<file path="config.mk">
export PLATFORM = sky130hd
export DESIGN_NAME = pipe_hazard_ctrl
export DESIGN_NICKNAME = d
export VERILOG_FILES = /design/src/rtl/pipe_hazard_ctrl.sv
export SDC_FILE = /design/constraint.sdc
export NUM_CORES = 1
export LEC_CHECK = 0
export ABC_AREA = 0
export BUFFER_PORTS_ARGS = -buffer_cell sky130_fd_sc_hd__buf_2
export CORE_ASPECT_RATIO = 0.6
export CORE_MARGIN = 3
export CORE_UTILIZATION = 54
export DETAILED_ROUTE_END_ITERATION = 10
export PLACE_DENSITY = 0.78
export SLEW_MARGIN = 10
export SYNTH_ARGS = -nofsm -noshare
export SYNTH_HDL_FRONTEND = slang
export SYNTH_SLANG_ARGS = --single-unit
</file>
<file path="constraint.sdc">
create_clock -name clk -period 2.82 [get_ports clk]
set_input_delay 0.564 -clock clk [delete_from_list [all_inputs] [get_ports clk]]
set_output_delay 0.564 -clock clk [all_outputs]
set_load 0.05 [all_outputs]
</file>
<file path="src/rtl/pipe_hazard_ctrl.sv">
// Interlock and forwarding controller for an in-order pipeline of parametrised depth.
// Tracks a shadow scoreboard of post-decode stages and drives enables, bubbles, flushes and forwarding selects.
module pipe_hazard_ctrl #(
    parameter int unsigned DEPTH    = 3,
    parameter int unsigned LOAD_LAT = 2,
    parameter int unsigned BR_STAGE = 2,
    parameter int unsigned CNT_W    = 16,
    localparam int unsigned SEL_W   = $clog2(DEPTH + 1)
) (
    input  logic             clk,
    input  logic             rst,
    input  logic             id_valid,
    input  logic [4:0]       id_rs1,
    input  logic [4:0]       id_rs2,
    input  logic             id_use_rs1,
    input  logic             id_use_rs2,
    input  logic [4:0]       id_rd,
    input  logic             id_reg_wr,
    input  logic             id_rd_mem,
    input  logic             br_taken,
    input  logic             mem_req,
    input  logic             mem_ready,
    output logic             if_id_en,
    output logic             id_ex_en,
    output logic             id_ex_bubble,
    output logic             if_id_flush,
    output logic             back_en,
    output logic [SEL_W-1:0] fwd_sel_a,
    output logic [SEL_W-1:0] fwd_sel_b,
    output logic [CNT_W-1:0] stall_cnt,
    output logic [CNT_W-1:0] flush_cnt
);

    logic [DEPTH:1]   v_q, v_d, wr_q, wr_d, ld_q, ld_d;
    logic [4:0]       rd_q [1:DEPTH];
    logic [4:0]       rd_d [1:DEPTH];
    logic [CNT_W-1:0] stall_cnt_q, stall_cnt_d, flush_cnt_q, flush_cnt_d;

    logic             freeze, flush, load_use, shift;
    logic             ld_a, ld_b;
    logic [SEL_W-1:0] sel_a, sel_b;

    // Scan oldest to youngest so the youngest match wins.
    always_comb begin
        sel_a = '0;
        sel_b = '0;
        ld_a  = 1'b0;
        ld_b  = 1'b0;
        for (int unsigned k = DEPTH; k >= 1; k--) begin
            if (v_q[k] && wr_q[k] && rd_q[k] == id_rs1 && id_rs1 != 5'd0) begin
                sel_a = SEL_W'(k);
                ld_a  = ld_q[k] && (k <= LOAD_LAT);
            end
            if (v_q[k] && wr_q[k] && rd_q[k] == id_rs2 && id_rs2 != 5'd0) begin
                sel_b = SEL_W'(k);
                ld_b  = ld_q[k] && (k <= LOAD_LAT);
            end
        end
        if (!id_use_rs1) begin
            sel_a = '0;
            ld_a  = 1'b0;
        end
        if (!id_use_rs2) begin
            sel_b = '0;
            ld_b  = 1'b0;
        end
    end

    assign fwd_sel_a = sel_a;
    assign fwd_sel_b = sel_b;

    // Flush is masked during reset so a held br_taken cannot survive into reset.
    always_comb begin
        freeze   = mem_req & ~mem_ready;
        flush    = br_taken & ~freeze & ~rst;
        load_use = id_valid & (ld_a | ld_b) & ~freeze & ~flush;

        if_id_en     = 1'b1;
        id_ex_en     = 1'b1;
        back_en      = 1'b1;
        id_ex_bubble = 1'b0;
        if_id_flush  = 1'b0;
        shift        = 1'b1;

        if (freeze) begin
            if_id_en = 1'b0;
            id_ex_en = 1'b0;
            back_en  = 1'b0;
            shift    = 1'b0;
        end else if (flush) begin
            id_ex_bubble = 1'b1;
            if_id_flush  = 1'b1;
        end else if (load_use) begin
            if_id_en     = 1'b0;
            id_ex_bubble = 1'b1;
        end
    end

    // Wrong-path entries (older slots 1..BR_STAGE-1) land in slots 2..BR_STAGE after the shift.
    always_comb begin
        v_d  = v_q;
        wr_d = wr_q;
        ld_d = ld_q;
        rd_d = rd_q;
        if (shift) begin
            for (int unsigned k = DEPTH; k >= 2; k--) begin
                v_d[k]  = v_q[k-1];
                wr_d[k] = wr_q[k-1];
                ld_d[k] = ld_q[k-1];
                rd_d[k] = rd_q[k-1];
            end
            v_d[1]  = id_valid & ~flush & ~load_use;
            wr_d[1] = id_reg_wr;
            ld_d[1] = id_rd_mem;
            rd_d[1] = id_rd;
            if (flush) begin
                for (int unsigned k = 2; k <= DEPTH; k++) begin
                    if (k <= BR_STAGE) begin
                        v_d[k] = 1'b0;
                    end
                end
            end
        end
    end

    always_comb begin
        stall_cnt_d = stall_cnt_q;
        flush_cnt_d = flush_cnt_q;
        if ((freeze || load_use) && stall_cnt_q != '1) begin
            stall_cnt_d = stall_cnt_q + 1'b1;
        end
        if (flush && flush_cnt_q != '1) begin
            flush_cnt_d = flush_cnt_q + 1'b1;
        end
    end

    always_ff @(posedge clk or posedge rst) begin
        if (rst) begin
            v_q         <= '0;
            wr_q        <= '0;
            ld_q        <= '0;
            stall_cnt_q <= '0;
            flush_cnt_q <= '0;
            for (int unsigned k = 1; k <= DEPTH; k++) begin
                rd_q[k] <= '0;
            end
        end else begin
            v_q         <= v_d;
            wr_q        <= wr_d;
            ld_q        <= ld_d;
            rd_q        <= rd_d;
            stall_cnt_q <= stall_cnt_d;
            flush_cnt_q <= flush_cnt_d;
        end
    end

    assign stall_cnt = stall_cnt_q;
    assign flush_cnt = flush_cnt_q;

endmodule
</file>
==> results.md <==
* Status: finished, violations left
* Failing checks: negative setup slack
* Largest net degree at the start of global routing at 56
* Tightest Pin Transition at ~1100 ps
* Diode count at 0
* Rel. slew slack at roughly 28%
* Residual DRC at 0
* Share of layout cells above drive strength 1 at between 30% and 40%
* Layout net count at approximately 430
* Sw Pwr at between 900 and 1000 uW
* Placed cells at 460
* Initial Utilization at 57.4%
* DP Worst Slack at -70.1 ps
* Die Ht at between 60 and 70 um
* HP Class: primary input to flip-flop
* Hpwl dp at roughly 5600 um
* Most frequent cells in the layout: 76 x nand2_1, 62 x buf_2, 50 x dfrtp_1
* Synthesized area at approximately 3000 um2
* Post-synth top flop: dfrtp_1
* First DRT Iteration DRCs at 179
* Initial antenna violation count at 0
* P_int at 1360 uW
* Power density cells at roughly 600 nW/um2
* Ys Warns at 0
* CP Class: primary input to output port
* Hold WS at ~450 ps
* Required @ worst endpoint at 2260 ps
* Largest fanout on the critical path at 3
* Synthesized instance count at 317
* VDD IR-drop max at approximately 420 uV
* Leakage at about 0.0019 uW
* Seq/Total Area, Yosys at 46.3%
* Final setup violation count at 1
* Setup crit end kind: output port
* Clock transition at path regs at around 90 ps
* Clock latency on the worst-skew pair at between 300 and 400 ps
* Max Transition Viols Final at 0
* Yosys reg bits at 55
* Routed Antenna Nets at 0
* CTS Buffer Depth at 2
* Number of core rows at 20
* Sw frac at 40.0%
* Startpoint types: primary input
* Crit path DAT at roughly 2300 ps
* Wire length per cell at approximately 16 um
* Max-cap viol count at 0
* Clock share of power at about a fifth
* Clock root buffer: clkbuf_8
* Chip width at between 100 and 150 um
* Worst setup margin at -2.52 ps
* Period Utilization, post-route at 100%
* Clk sink count at 55
* Cts bufs inserted at 5
* I/O Pins at 66
* Final Hold Viols at 0
* First-pass GRT wire length at between 10000 and 15000 um
* Fraction of registers with async set/reset at 100%
* Min Tclk post-route at roughly 2800 ps
* Placer congestion estimate at a little over 0.9
* RSZ-0062 raised after global routing: yes
* Htree depth at 2
* CTS tree: built
* Skew final at approximately 5.5 ps
* F_max at 354 MHz
* Final Non-Filler Cells at around 470
* Post-synth EDFFs at 0
* Gate power share at around a third
* Vias in the first global route at around 2500
* Vias/cell at between 5 and 6
* Layout area overhead at 26.5%
* R2R Setup Slk at approximately 240 ps
* Core ar. at between 5000 and 6000 um2
* First-pass detailed-route iteration total at 5
* Total GRT Usage at between 20% and 30%
* Reg power frac at approximately 47%
* PortBufs at between 60 and 70
* Grt ovf at 0
* Avg Cell Area, Syn at approximately 9.4 um2
* Most common cell after layout, fill and taps aside: nand2_1
* Yosys cell types at 41
* Post-Syn Nets at 344
* Final WL at between 7000 and 8000 um
* Total Power at around 2300 uW
* Die area at roughly 6500 um2
* Via Count at 2553
[power groups by stage]
stage	combinational, uW	sequential, uW	clock (uW)
after floorplan	258	1300	0
after global placement	703	1060	0
after detailed placement	716	1060	0
after CTS	722	1050	473
after global routing	801	1070	513
final	745	1050	463
[per-layer routing]
layer	wire (um)	part of all wire, %	vias up	GRT usage [%]
met5	0	0	-	0
met4	74	0.99	0	4.91
met3	565	7.5	7	6.64
met2	3100	41	74	34.4
met1	3750	50	1224	38.5
li1	-	-	1248	-
[state kept, by name, summed over array words and instances, names as in the netlist]
register,count
ld_q,2
stall_cnt,16
flush_cnt,16
wr_q,3
v_q,3
rd_q,15
[cell families (layout without fill, tap and decap cells)]
group,after synthesis,after routing,synth area share [%]
AO/OA/AOI/OAI,32,32,8.75
AND/OR/NAND/NOR,149,149,23.7
flip-flops,55,55,46.3
adder cells (fa/ha/maj),2,2,0.841
XOR/XNOR,57,57,16.8
buffers and inverters,20,108,2.90
multiplexers,2,2,0.757
[cell type report]
type                       instances  area [um2]
sequential                        55        1380
timing repair buffer              90         528
multi-input combinational        242        1630
clock buffer                       8         100
inverter                          10        40.0
fill                             407        1420
tap                               66        82.6
[through the flow]
stage	setup TNS (ps)	util [%]	cell area, um2
after global placement	-129	67.8	3510
after global routing	-105	72.6	3760
after floorplan	-39.0	-	2990
after CTS	0	70.4	3650
final	-2.52	72.6	3760
after detailed placement	-123	67.8	3510
[synth_stat cells, types with 3 or more instances]
library cell   n  share of area (%)
inv_1          8                1.0
o211ai_2       4                1.7
and4_1         4                1.2
nor2_1        16                2.0
nand3_1        8                1.3
xor2_1        20                5.9
clkbuf_1       7               0.88
and3_1         4               0.84
dfrtp_1       55                 46
o21ai_1        6                1.0
nor3_1         5               0.84
o21ai_0        4               0.67
o2111ai_1      3               0.88
o2111ai_2      3                1.5
nand4_1       11                2.3
xnor2_1       37                 11
nand2_1       78                9.8
nor4_1         4               0.84
and2_1        10                2.1
a21oi_1        3               0.50
[path summary, 6_finish.rpt]
check	start	end	cells past startpoint
worst max-delay path	id_rs2[0]	if_id_en	8
worst min-delay path	id_reg_wr	wr_q[1]	3
worst max register to register	stall_cnt[2]	stall_cnt[1]	7
worst min register to register	v_q[3]	v_q[3]	2
max in group asynchronous	rst	rd_q[14]	3
min in group asynchronous	rst	stall_cnt[13]	3
[what timing repair did]
item,CTS,global route
resized for setup,9,19
hold buffers,0,0
setup endpoints to repair,2,5
buffers inserted,0,3
pin swaps,1,5
[worst max-delay path: stages]
cell	delay, ps
buf_2	100
or4_1	540
or2_1	250
and4_4	190
o21ai_2	190
nand2_2	110
a21oi_2	150
buf_6	170
No activity file was read; power rests on OpenSTA's default activity.
